**src/rtl/ysyx_23060240_lsu_pkg.sv**
```systemverilog
// Shared encodings for the load/store unit: decoder ctrl codes, FSM states,
// AXI response/size constants and the access-size / alignment helpers.
package ysyx_23060240_lsu_pkg;

  localparam logic [2:0] RD_LB  = 3'b001;
  localparam logic [2:0] RD_LBU = 3'b010;
  localparam logic [2:0] RD_LH  = 3'b011;
  localparam logic [2:0] RD_LHU = 3'b100;
  localparam logic [2:0] RD_LW  = 3'b101;

  localparam logic [7:0] WR_SB = 8'h01;
  localparam logic [7:0] WR_SH = 8'h02;
  localparam logic [7:0] WR_SW = 8'h03;

  localparam logic [1:0] RESP_OKAY = 2'b00;

  localparam logic [2:0] SIZE_B = 3'd0;
  localparam logic [2:0] SIZE_H = 3'd1;
  localparam logic [2:0] SIZE_W = 3'd2;

  typedef enum logic [2:0] {
    ST_IDLE,
    ST_RADDR,
    ST_RDATA,
    ST_WREQ,
    ST_WRESP,
    ST_DONE
  } lsu_state_e;

  function automatic logic [2:0] access_size(input logic       is_load,
                                             input logic [2:0] rd_ctrl,
                                             input logic [7:0] wr_ctrl);
    logic [2:0] sz;
    sz = SIZE_B;
    if (is_load) begin
      case (rd_ctrl)
        RD_LH, RD_LHU: sz = SIZE_H;
        RD_LW:         sz = SIZE_W;
        default:       sz = SIZE_B;
      endcase
    end else begin
      case (wr_ctrl)
        WR_SH:   sz = SIZE_H;
        WR_SW:   sz = SIZE_W;
        default: sz = SIZE_B;
      endcase
    end
    return sz;
  endfunction

  function automatic logic misaligned(input logic       is_load,
                                      input logic [2:0] rd_ctrl,
                                      input logic [7:0] wr_ctrl,
                                      input logic [1:0] addr_lo);
    logic [2:0] sz;
    sz = access_size(is_load, rd_ctrl, wr_ctrl);
    return ((sz == SIZE_H) && addr_lo[0]) || ((sz == SIZE_W) && (addr_lo != 2'b00));
  endfunction

endpackage

```
**src/rtl/ysyx_23060240_lsu_align.sv**
```systemverilog
// Byte-lane steering: shifts store data/strobes into place and extracts
// sign/zero-extended load results from the returned bus word.
module ysyx_23060240_lsu_align
  import ysyx_23060240_lsu_pkg::*;
(
  input  logic [2:0]  rd_ctrl,
  input  logic [7:0]  wr_ctrl,
  input  logic [1:0]  addr_lo,
  input  logic [31:0] st_data,
  input  logic [31:0] rdata,
  output logic [31:0] wdata,
  output logic [3:0]  wstrb,
  output logic [31:0] ld_data
);

  logic [4:0]  lane_sh;
  logic [31:0] rshift;

  assign lane_sh = {addr_lo, 3'b000};

  always_comb begin
    wdata   = st_data << lane_sh;
    rshift  = rdata >> lane_sh;
    wstrb   = 4'b0000;
    ld_data = '0;
    case (wr_ctrl)
      WR_SB:   wstrb = 4'b0001 << addr_lo;
      WR_SH:   wstrb = 4'b0011 << addr_lo;
      WR_SW:   wstrb = 4'b1111;
      default: wstrb = 4'b0000;
    endcase
    case (rd_ctrl)
      RD_LB:   ld_data = {{24{rshift[7]}}, rshift[7:0]};
      RD_LBU:  ld_data = {24'd0, rshift[7:0]};
      RD_LH:   ld_data = {{16{rshift[15]}}, rshift[15:0]};
      RD_LHU:  ld_data = {16'd0, rshift[15:0]};
      RD_LW:   ld_data = rshift;
      default: ld_data = '0;
    endcase
  end

endmodule

```
**src/rtl/ysyx_23060240_lsu.sv**
```systemverilog
// Load/store unit: one outstanding AXI4-Lite access per EXU request.
// Optional alignment trap enabled by defining LSU_MISALIGN_CHECK_EN.
//
// state    | meaning
// ---------+-------------------------------------------------------------
// ST_IDLE  | ready_out high, waiting for valid_in
// ST_RADDR | arvalid held until arready
// ST_RDATA | rready held until rvalid; result captured
// ST_WREQ  | awvalid/wvalid each held until its own handshake
// ST_WRESP | bready held until bvalid
// ST_DONE  | valid_out pulse (no-bus requests spend one extra cycle here)
module ysyx_23060240_lsu
  import ysyx_23060240_lsu_pkg::*;
#(
  parameter int XLEN = 32
) (
  input  logic            clk,
  input  logic            rst_n,
  input  logic            valid_in,
  output logic            ready_out,
  input  logic            mem_rd_en,
  input  logic            mem_wr_en,
  input  logic [2:0]      rd_ctrl,
  input  logic [7:0]      wr_ctrl,
  input  logic [2:0]      arsize_in,
  input  logic [2:0]      awsize_in,
  input  logic [XLEN-1:0] addr,
  input  logic [XLEN-1:0] st_data,
  output logic            valid_out,
  output logic [XLEN-1:0] ld_data,
  output logic            err_out,
  output logic [XLEN-1:0] araddr,
  output logic            arvalid,
  input  logic            arready,
  output logic [2:0]      arsize,
  input  logic [XLEN-1:0] rdata,
  input  logic [1:0]      rresp,
  input  logic            rvalid,
  output logic            rready,
  output logic [XLEN-1:0] awaddr,
  output logic            awvalid,
  input  logic            awready,
  output logic [2:0]      awsize,
  output logic [XLEN-1:0] wdata,
  output logic [3:0]      wstrb,
  output logic            wvalid,
  input  logic            wready,
  input  logic [1:0]      bresp,
  input  logic            bvalid,
  output logic            bready
);

  lsu_state_e  state;
  logic [2:0]  rd_ctrl_q;
  logic        done_pend;
  logic        done_err;
  logic        mis;
  logic        aw_pend;
  logic        w_pend;
  logic [1:0]  lane;
  logic [31:0] al_wdata;
  logic [3:0]  al_wstrb;
  logic [31:0] al_ld;

`ifdef LSU_MISALIGN_CHECK_EN
  assign mis = (mem_rd_en || mem_wr_en) && misaligned(mem_rd_en, rd_ctrl, wr_ctrl, addr[1:0]);
`else
  assign mis = 1'b0;
`endif

  assign ready_out = (state == ST_IDLE);
  assign aw_pend   = awvalid && !awready;
  assign w_pend    = wvalid && !wready;
  // Store lanes come from the live request at accept; loads use the latched address.
  assign lane      = (state == ST_IDLE) ? addr[1:0] : araddr[1:0];

  ysyx_23060240_lsu_align u_align (
    .rd_ctrl (rd_ctrl_q),
    .wr_ctrl (wr_ctrl),
    .addr_lo (lane),
    .st_data (st_data),
    .rdata   (rdata),
    .wdata   (al_wdata),
    .wstrb   (al_wstrb),
    .ld_data (al_ld)
  );

  always_ff @(posedge clk or negedge rst_n) begin
    if (!rst_n) begin
      state     <= ST_IDLE;
      rd_ctrl_q <= '0;
      done_pend <= 1'b0;
      done_err  <= 1'b0;
      valid_out <= 1'b0;
      ld_data   <= '0;
      err_out   <= 1'b0;
      araddr    <= '0;
      arvalid   <= 1'b0;
      arsize    <= '0;
      rready    <= 1'b0;
      awaddr    <= '0;
      awvalid   <= 1'b0;
      awsize    <= '0;
      wdata     <= '0;
      wstrb     <= '0;
      wvalid    <= 1'b0;
      bready    <= 1'b0;
    end else begin
      valid_out <= 1'b0;
      case (state)
        ST_IDLE: begin
          if (valid_in) begin
            rd_ctrl_q <= rd_ctrl;
            if (mis || (!mem_rd_en && !mem_wr_en)) begin
              state     <= ST_DONE;
              done_pend <= 1'b1;
              done_err  <= mis;
            end else if (mem_rd_en) begin
              state   <= ST_RADDR;
              arvalid <= 1'b1;
              araddr  <= addr;
              arsize  <= arsize_in;
            end else begin
              state   <= ST_WREQ;
              awvalid <= 1'b1;
              wvalid  <= 1'b1;
              awaddr  <= addr;
              awsize  <= awsize_in;
              wdata   <= al_wdata;
              wstrb   <= al_wstrb;
            end
          end
        end
        ST_RADDR: begin
          if (arready) begin
            arvalid <= 1'b0;
            rready  <= 1'b1;
            state   <= ST_RDATA;
          end
        end
        ST_RDATA: begin
          if (rvalid) begin
            rready    <= 1'b0;
            err_out   <= (rresp != RESP_OKAY);
            ld_data   <= (rresp != RESP_OKAY) ? '0 : al_ld;
            valid_out <= 1'b1;
            state     <= ST_DONE;
          end
        end
        ST_WREQ: begin
          awvalid <= aw_pend;
          wvalid  <= w_pend;
          if (!aw_pend && !w_pend) begin
            bready <= 1'b1;
            state  <= ST_WRESP;
          end
        end
        ST_WRESP: begin
          if (bvalid) begin
            bready    <= 1'b0;
            err_out   <= (bresp != RESP_OKAY);
            ld_data   <= '0;
            valid_out <= 1'b1;
            state     <= ST_DONE;
          end
        end
        ST_DONE: begin
          if (done_pend) begin
            done_pend <= 1'b0;
            valid_out <= 1'b1;
            err_out   <= done_err;
            ld_data   <= '0;
          end else begin
            state <= ST_IDLE;
          end
        end
        default: state <= ST_IDLE;
      endcase
    end
  end

endmodule

```
**config.mk**
```make
export PLATFORM = sky130hd
export DESIGN_NAME = ysyx_23060240_lsu
export DESIGN_NICKNAME = d
export VERILOG_FILES = /design/src/rtl/ysyx_23060240_lsu_pkg.sv /design/src/rtl/ysyx_23060240_lsu_align.sv /design/src/rtl/ysyx_23060240_lsu.sv
export SDC_FILE = /design/constraint.sdc
export NUM_CORES = 1
export LEC_CHECK = 0
export CELL_PAD_IN_SITES_DETAIL_PLACEMENT = 2
export CELL_PAD_IN_SITES_GLOBAL_PLACEMENT = 2
export CORE_ASPECT_RATIO = 1.2
export CORE_MARGIN = 3
export CORE_UTILIZATION = 28
export DETAILED_ROUTE_END_ITERATION = 7
export GPL_ROUTABILITY_DRIVEN = 0
export PLACE_DENSITY_LB_ADDON = 0.25
export RECOVER_POWER = 100
export SYNTH_ARGS = -nofsm -noshare
export SYNTH_HDL_FRONTEND = slang
export SYNTH_SLANG_ARGS = --single-unit
```
**constraint.sdc**
```tcl
create_clock -name clk -period 5.25 [get_ports clk]
set_input_delay 1.575 -clock clk [delete_from_list [all_inputs] [get_ports clk]]
set_output_delay 1.575 -clock clk [all_outputs]
set_load 0.02 [all_outputs]
```
==> impl_metrics.ini <==
[global_routing]
grt_max_degree = 95
busiest_layer = met2
grtUsageMet1_pct = 21.8
grt_use_total_pct = 19.9
grt_pass1_wl_um = 40500
met3_usage_pct = 8.28
grt_overflow = 0
grt_pass1_vias = 6952
antenna_found_initial = 1
grt.met2_usage_pct = 35.2

[logic_synthesis]
synth_seq_cells = 152
async_flop_share_pct = 100
postSynthCellCount = 640
avgSynthCellArea_um2 = 10.7
syn_nets = 767
yosys_warnings = 0
synth_flop_cell = dfrtp_1
seq_area_frac_synth_pct = 55.5
netlist_area_mm2 = 0.00686
synth_edf_count = 0
ys_types = 40

[timing]
fin_crit_ps = 4100
setup_violations = 0
skew_ps = 9.77
finalHoldViolCount = 0
worstMarginPinSlew_ps = 2540
tns_ps = 0
rsz0062_at_grt = no
fin_ws_ps = 1150
relSlewSlack_pct = -69.5
period_share_pct = 78.0
fmax_mhz = 244
slew_violations = 163

[worst_setup_path]
r2r.worst_path.cells = 5
r2r_end = araddr[30]
path_cells = dlygate4sd3_1 -> nand3_1 -> clkbuf_1 -> mux2_2
cp_slowest_cell = clkbuf_1
reg2reg_slack_ps = 1970
cpPeakStageDelay_ps = 1490
crit_type = primary input to flip-flop
crit_required_ps = 5560
crit_path_start_kind = primary input
worstSetupEndpointType = flip-flop
arrival_ps = 4410
worstPathMaxFanout = 33
r2r-start = state[0]

[power]
switching_power_mw = 2.44
peakVddDrop_mv = 0.245
p_seq_share_pct = 32.4
clkPwrFrac_pct = 21.1
combPwrFrac_pct = 46.5
p_int_mw = 3.57
cellPowerDensity_mw_per_mm2 = 573
p_leak_nw = 4.89
p_sw_share_pct = 40.6

[place]
preCtsSetupSlack_ps = 1170
placed_area_mm2 = 0.00994
dp_hpwl_um = 18800
place_inst = 1206
portBuffers = 272

[final_layout]
utilization_pct = 43.7
area_delta_synth_final_pct = 53.1
n_antenna_cell = 0
drive_gt1_share_pct = 11.4
seq_area_mm2 = 0.00380
finalNonFillerCells = 1238
fin_area_mm2 = 0.0105
multi_input_comb_area_mm2 = 0.00287
fin_nets = 1032
nFillCells = 2503

[cts]
clk_latency_ps = 440
postCtsSetupBuffers = 0
cts_buffers = 17
clk_pin_slew_ps = 70
cts_root_buf = clkbuf_16
htreeDepth = 4
ctsLongestPathBuffers = 2
cts_resized = 0
cts.sinks = 152
cts.hold.buffers_added = 0
cts_tree = yes

[status]
violations = max-capacitance violations, max-slew violations
status = finished with violations

[floorplanning]
core_mm2 = 0.0240
dieWidth_um = 149
die_h_um = 177
start_util_pct = 28.5
row_count = 62
die_area_mm2 = 0.0264
io_pins = 273

[drt]
wirelength_um = 25900
post-route-drc-count = 0
via_per_inst = 4.89
wl_per_cell_um = 20.9
first_pass_iters = 4
vias = 6060
drt-initial-drc-count = 219
postRouteAntennaNets = 0

[min_path]
hp-start = awsize[2]
holdPathEnd = awsize[2]
hold_depth = 2
hold_path_class = flip-flop to flip-flop

[run]
drv_cap = 3
stage by stage:
step	power [mW]	hold WS [ps]
after floorplan	3.50	533
after global placement	4.91	457
after detailed placement	4.99	468
after CTS	6.31	486
after global routing	6.42	511
final	6.02	472
flip-flops by register name, summed over array words and instances, names as in the netlist:
register,count
araddr,32
awaddr,32
ld_data,32
wdata,32
wstrb,4
arsize,3
awsize,3
rd_ctrl_q,3
state,3
arvalid,1
awvalid,1
bready,1
done_pend,1
err_out,1
rready,1
valid_out,1
wvalid,1
cells in the final DEF, fill, tap and decap left out, types with 3 or more instances in the layout:
master,n
nand2_1,164
dfrtp_1,152
dlygate4sd3_1,151
clkdlybuf4s50_1,120
mux2_2,55
mux2i_1,40
nor2_1,36
o21ai_0,22
a22oi_1,17
clkbuf_16,17
o221ai_1,15
a21oi_1,12
nand3_1,10
o211ai_1,10
a22o_1,10
nand2b_1,9
a221oi_1,8
buf_4,8
nor2b_1,7
a31oi_1,6
inv_8,6
inv_6,4
clkbuf_1,4
inv_1,3
worst max-delay path: cells and delay by family:
| family | cells | cell delay [ps] |
|---|---|---|
| muxes | 1 | 470 |
| and+or+nand+nor | 1 | 200 |
| buffers and inverters | 2 | 2120 |
worst max-delay path by stage:
stage / startpoint / endpoint / slack [ps]
floorplan: addr[0] / ld_data[21] / 2250
finish: valid_in / araddr[30] / 1150
detailed placement: addr[0] / ld_data[1] / 1170
global placement: addr[0] / ld_data[2] / 1180
global route: rst_n / wdata[31] / 780
CTS: addr[0] / ld_data[1] / 1600
final cells by class:
type | instances | share of cell area [%]
clock buffer | 17 | 4.05
clock inverter | 15 | 1.64
inverter | 3 | 0.107
multi-input combinational | 445 | 27.3
sequential | 152 | 36.2
tap | 320 | 3.81
timing repair buffer | 286 | 26.8
routing by layer:
metal  vias up  routed length (um)  share of wire, %
met5         -                  20             0.077
met4         2                 409               1.6
met2       191               13400                52
met1      3069                9690                37
li1       2768                   -                 -
met3        30                2370               9.1
synth_stat cells, drive strengths merged (2+ instances only):
cell      n  area, um^2
a22oi    17         128
mux2     55         619
inv       3        11.3
a21oi    12        60.1
clkbuf   21        80.1
mux2i    41         410
o21ai    22         110
nand2   164         616
nor2b     7        43.8
or4       2        15.0
nand2b    9        56.3
or3       2        12.5
nand3    11        55.1
nand3b    2        15.0
mux4      2        48.8
dfrtp   152        3800
a22o     10        87.6
o211ai   10        85.1
a31oi     6        37.5
nor3      3        26.3
o221ai   15         131
buf      19         110
nor2     37         139
a221oi    8        70.1
cell families (layout without fill, tap and decap cells):
family | count (synthesis) | after routing | share of synthesized area (%)
AOI/OAI and AO/OA | 103 | 103 | 10.8
xor gates and xnor gates | 1 | 1 | 0.128
buffers and inverters | 43 | 321 | 2.94
DFF | 152 | 152 | 55.5
muxes | 98 | 98 | 15.7
and+or+nand+nor | 243 | 243 | 14.9
power groups by stage:
stage | combinational [mW] | sequential, mW | clock, mW
2_1_floorplan | 1.04 | 2.45 | 0
3_3_place_gp | 2.94 | 1.97 | 0
3_5_place_dp | 2.99 | 2.00 | 0
4_1_cts | 3.02 | 1.98 | 1.31
5_1_grt | 3.04 | 2.03 | 1.35
6_report | 2.80 | 1.95 | 1.27
Note: power is estimated with default switching activity, not from simulation.
==> variant 1 (same settings) <==
Add a define of `LSU_MISALIGN_CHECK_EN`.
--- a/src/rtl/ysyx_23060240_lsu.sv
+++ b/src/rtl/ysyx_23060240_lsu.sv
@@ -9,6 +9,8 @@
 // ST_WREQ  | awvalid/wvalid each held until its own handshake
 // ST_WRESP | bready held until bvalid
 // ST_DONE  | valid_out pulse (no-bus requests spend one extra cycle here)
+`define LSU_MISALIGN_CHECK_EN
+
 module ysyx_23060240_lsu
   import ysyx_23060240_lsu_pkg::*;
 #(
Behaviour: not the same (a bounded check fails within 4 cycles, from zero or initial values and one cycle with rst_n low).
==> variant 1 against the unedited design <==
- the flow still finishes with violations (max-capacitance violations, max-slew violations)
- maximum frequency down 7.5%
- synthesized area is 4.8% higher
- final area is 3.0% higher
- sequential cell count increased by 1
- total power is 2.9% higher
- critical path depth grew 2
- critical path type unchanged
- wire length is 3.8% higher
- worst setup slack got worse by 0.33 ns
==> variant 1: results (changes against the unedited design) <==
** Outcome
- Status: finished, violations left (unchanged).
- Violated checks: max-capacitance violations, max-slew violations (unchanged).

** Placement
- Half-perimeter wire length after detailed placement :: 19.94 mm (was 18.79 mm)
- The total placed instance area was 10,270 um2 (was 9942 um2).
- The worst slack at placement came to 0.8276 ns (was 1.174 ns).

** Power
- The design internal power was 3.648 mW (was 3.575 mW).
- Peak ir drop on the vdd network :: 0.0002388 V (was 0.0002453 V)
- The reported leakage power came to 4.966 nW (was 4.888 nW).

** Logic synthesis
- Ys flop type :: dfrtp_1 (unchanged)
- Commonest cells in the synthesized netlist: dfrtp_1 (153), nand2_1 (151), mux2_2 (69) (was nand2_1 (164), dfrtp_1 (152), mux2_2 (55)).
- The number of distinct library cell variants in the gate-level netlist after synthesis was 58 (was 40).
- Most area-consuming cells after synthesis :: dfrtp_1 (53%), mux2_2 (11%), nand2_1 (7.9%) (was dfrtp_1 (55%), mux2_2 (9.0%), nand2_1 (9.0%))
- The post-synthesis net count is 791 (was 767).
- The async set-or-reset flop fraction in the synthesized netlist was 100.0% (unchanged).
- The total of warnings raised by yosys came to 0 (unchanged).
- The sequential fraction of the synthesis area came to 53.26% (was 55.47%).

** Global routing
- The global routing met1 resource utilization was 22.75% (was 21.80%).
- The met3 routing resource usage after global routing was 6.913% (was 8.276%).
- The combined global-route utilization of all metal layers is 19.34% (was 19.86%).
- The first-pass GRT wire length came to 42.30 mm (was 40.46 mm).
- The via count of the first global-routing pass came to 7,146 (was 6,952).
- Pin count of the biggest net entering global routing :: 69 (was 95)
- The initial antenna violation count came to 0 (was 1).
- Met2 global-route usage :: 33.63% (was 35.22%)

** Critical path
- Largest stage delay on the critical path :: 0.79 ns (was 1.49 ns)
- Crit path arrival time :: 4.74 ns (was 4.41 ns)
- Max Fanout on Critical Path :: 17 (was 33)
- Slowest stage cell, crit path :: clkbuf_1 (unchanged)

** Cells and area
- The ratio of cells with drive above 1 in the final layout came to 13.60% (was 11.44%).
- The number of fill cells in the layout was 2,628 (was 2,503).
- Nets@finish :: 1,055 (was 1,032)

** Detailed routing
- Wire length per cell after detailed routing :: 21.21 um (was 20.89 um)
- The number of vias in the routed layout came to 6,268 (was 6,060).
- Drt initial violations :: 185 (was 219)

** Clock network
- The clock reaches the later pin of the worst-skew pair after 0.43 ns.
- The post-cts repair resize count was 0 (unchanged).
- The cts-stage hold buffer count is 0 (unchanged).

** STA
- The final-report max-slew violation count came to 108 (was 163).
- The clock skew after layout is 0.01041 ns (was 0.009767 ns).
- The headroom to the max-slew limit is -18.00% (was -69.45%).

** Flow run
- Max-capacitance violation count :: 4 (was 3)
variant 1: cell count changes after synthesis, moves of 8 or more:
cell	before	now
a22o_1	10	2
mux2_2	55	69
a221o_1	0	10
mux2i_1	41	29
a22oi_1	17	8
o221ai_1	15	1
o31ai_1	1	10
inv_1	3	17
nand2_1	164	151
variant 1: path summary, 6_finish.rpt:
check                                to  slack (ns)       start  cells past startpoint
min in group asynchronous    ld_data[3]        1.15       rst_n                      1
setup reg to reg             ld_data[8]        1.98    state[0]                      7
hold / removal               awaddr[13]        0.47  awaddr[13]                      2
hold reg to reg              awaddr[13]        0.47  awaddr[13]                      2
max in group asynchronous  rd_ctrl_q[1]        2.01       rst_n                      2
setup / recovery              arsize[0]        0.82     addr[0]                      6
variant 1: routing by layer:
metal	routed length [um]	vias to the layer above
met4	382	0
met5	0	-
met3	2058	21
li1	-	2884
met1	10870	3183
met2	13540	180
variant 1: worst register-to-register path, delay by kind of cell (launching register included):
| kind | cells | cell delay (ns) |
|---|---|---|
| mux | 1 | 1.12 |
| buf+inv | 2 | 0.64 |
| flops | 1 | 0.61 |
| simple gates | 2 | 0.53 |
| compound gates | 2 | 0.28 |
variant 1: cell families after synthesis:
kind of cell,share of synthesized area (%)
AO/OA/AOI/OAI,12.67
XOR/XNOR,0.1219
adder cells (fa/ha/maj),0.1393
buffers and inverters,4.003
flip-flops,53.26
multiplexers,16.41
AND/OR/NAND/NOR,13.39
variant 1: per-stage QoR:
| stage | cells | hold slack [ns] |
|---|---|---|
| after floorplan | 664 | 0.4838 |
| after global placement | 1234 | 0.4524 |
| after detailed placement | 1234 | 0.4673 |
| after CTS | 1266 | 0.4811 |
| after global routing | 1266 | 0.5083 |
| final | 1266 | 0.4688 |
variant 1: cell type report:
| cell class | count | area (um2) | share of cell area [%] |
|---|---|---|---|
| tap | 325 | 406.6 | 3.761 |
| multi-input combinational | 452 | 3075 | 28.45 |
| timing repair buffer | 287 | 2839 | 26.26 |
| clock inverter | 14 | 158.9 | 1.470 |
| clock buffer | 18 | 439.2 | 4.062 |
| sequential | 153 | 3829 | 35.41 |
| inverter | 17 | 63.81 | 0.5902 |
variant 1: power groups by stage:
stage / clock network [mW] / registers, mW / logic [mW]
6_report: 1.26 / 1.96 / 2.97
5_1_grt: 1.35 / 2.04 / 3.21
4_1_cts: 1.31 / 2.00 / 3.21
3_5_place_dp: 0 / 2.01 / 3.19
3_3_place_gp: 0 / 1.98 / 3.14
2_1_floorplan: 0 / 2.46 / 1.19
==> variant 2 (config.mk and constraints unchanged) <==
Without the edit above. Encoding of `lsu_state_e`: now one-hot (6 bits for 6 states).
--- a/src/rtl/ysyx_23060240_lsu_pkg.sv
+++ b/src/rtl/ysyx_23060240_lsu_pkg.sv
@@ -18,13 +18,13 @@
   localparam logic [2:0] SIZE_H = 3'd1;
   localparam logic [2:0] SIZE_W = 3'd2;
 
-  typedef enum logic [2:0] {
-    ST_IDLE,
-    ST_RADDR,
-    ST_RDATA,
-    ST_WREQ,
-    ST_WRESP,
-    ST_DONE
+  typedef enum logic [5:0] {
+    ST_IDLE  = 6'b000001,
+    ST_RADDR = 6'b000010,
+    ST_RDATA = 6'b000100,
+    ST_WREQ  = 6'b001000,
+    ST_WRESP = 6'b010000,
+    ST_DONE  = 6'b100000
   } lsu_state_e;
 
   function automatic logic [2:0] access_size(input logic       is_load,
Formal check against the unedited RTL: same outputs for any inputs over 4 cycles, from zero or initial values and one cycle with rst_n low; so few cycles prove little.
==> variant 2 against the unedited design <==
- critical path depth rose by 2
- sequential cell count up 3
- total power rose by 17%
- clock skew is 0.0040 ns higher
- final cell count up 5.6%
- the flow still finishes with violations (max-capacitance violations, max-slew violations)
- synthesized area up 1.5%
- worst setup slack worse by 0.41 ns
- highest routed layer unchanged
- final area is 1.1% higher
- wire length up 5.9%
- critical path type unchanged
- largest cell class unchanged
==> variant 2: results (changes against the unedited design) <==
** Outcome
- Status: finished, violations left (unchanged).
- Violated checks: max-capacitance violations, max-slew violations (unchanged).

** STA
- Maximum frequency from static timing analysis :: 0.2218 GHz (was 0.2441 GHz)
- Relative slew slack :: -59.12% (was -69.45%)
- Clock Skews :: 0.01377 ns (was 0.009767 ns)
- Max-slew violation count :: 193 (was 163)

** Detailed routing
- DR vias/cell :: 4.975 (was 4.895)

** Critical path
- Depth of the most critical reg-to-reg path :: 9 (was 5)
- Crit path arrival time :: 4.82 ns (was 4.41 ns)
- Max Fanout on Critical Path :: 35 (was 33)
- Critical R2R Launch :: state[1] (was state[0])
- Register-to-Register Setup Slack :: 1.15 ns (was 1.97 ns)

** Cells and area
- The net count of the finished layout came to 1,100 (was 1,032).
- Proportion of layout cells with a drive suffix above 1 :: 9.026% (was 11.44%)
- The number of fill cells in the layout was 2,635 (was 2,503).

** Logic synthesis
- Synth Area in XOR/XNOR :: 0% (was 0.1277%)
- Nets in the synthesized netlist :: 839 (was 767)
- Avg Synthesized Cell Area :: 9.778 um2 (was 10.71 um2)
- Most area-consuming cells after synthesis :: dfrtp_1 (55%), nand2_1 (13%), mux2_2 (6.1%) (was dfrtp_1 (55%), mux2_2 (9.0%), nand2_1 (9.0%))

** Global routing
- Number of global-route vias before repair :: 7,350 (was 6,952)
- The combined global-route utilization of all metal layers was 20.55% (was 19.86%).
- The met3 routing resource usage after global routing is 6.599% (was 8.276%).
- The first-pass GRT wire length is 42.55 mm (was 40.46 mm).
- The pin count of the biggest net entering global routing came to 90 (was 95).
- Met2 global-route usage :: 36.03% (was 35.22%)
- Met1 Usage GRT :: 24.25% (was 21.80%)
- Antenna violations before repair :: 3 (was 1)

** Min path
- The hold path startpoint is awaddr[11] (was awsize[2]).
- The worst hold path endpoint is awaddr[11] (was awsize[2]).

** Power
- The switching power of the nets is 3.081 mW (was 2.442 mW).
- P_seq :: 2.02 mW (was 1.95 mW)
- The part of the total power dissipated in sequential elements is 28.8% (was 32.4%).
- The reported leakage power was 4.936 nW (was 4.888 nW).
- The clock network fraction of total power came to 19.6% (was 21.1%).

** Placement
- The half-perimeter wire length after placement came to 19.96 mm (was 18.79 mm).

** Flow run
- The reported max-cap violation count came to 4 (was 3).
[variant 2: cell count changes after synthesis, moves of 7 or more]
cell      change
a21oi_1       +7
a221o_1       +8
a221oi_1      +7
a22oi_1      -15
buf_2        -10
clkbuf_1     +15
mux2_2       -17
mux2i_1      -25
nand2_1      +77
nand2b_1      -7
o211ai_1      -7
o21ai_0      +30
o221ai_1     -15
[variant 2: cells by family (layout without fill, tap and decap cells)]
group                    Yosys count  after routing
buffers and inverters             49            323
flip-flops                       155            155
adder cells (fa/ha/maj)            1              1
AO/OA/AOI/OAI                    135            135
multiplexers                      54             54
other                              0              1
AND/OR/NAND/NOR                  318            318
[variant 2: critical path, stage by stage]
cell	delay, ns
dlygate4sd3_1	0.57
nand3_1	0.15
nand2_1	0.19
clkbuf_1	1.36
nor3_1	0.58
a22o_1	0.35
[variant 2: worst max-delay path by stage]
stage / startpoint / end / cells past startpoint
2_1_floorplan: valid_in / arvalid / 5
3_3_place_gp: addr[1] / wdata[5] / 6
3_5_place_dp: addr[0] / ld_data[16] / 8
4_1_cts: state[5] / ready_out / 4
5_1_grt: addr[1] / wdata[7] / 6
6_report: addr[1] / wdata[7] / 6
[variant 2: cell type report]
class / count / share of cell area [%]
inverter: 8 / 0.2946
clock buffer: 17 / 4.007
tap: 320 / 3.771
multi-input combinational: 508 / 26.91
timing repair buffer: 283 / 26.31
antenna: 1 / 0.02357
sequential: 155 / 36.54
clock inverter: 15 / 2.133
[variant 2: routing by layer]
layer	part of all wire [%]	wire, um
met1	40	10880
met2	51	14000
met3	7.6	2072
met4	1.4	394
met5	0.14	39
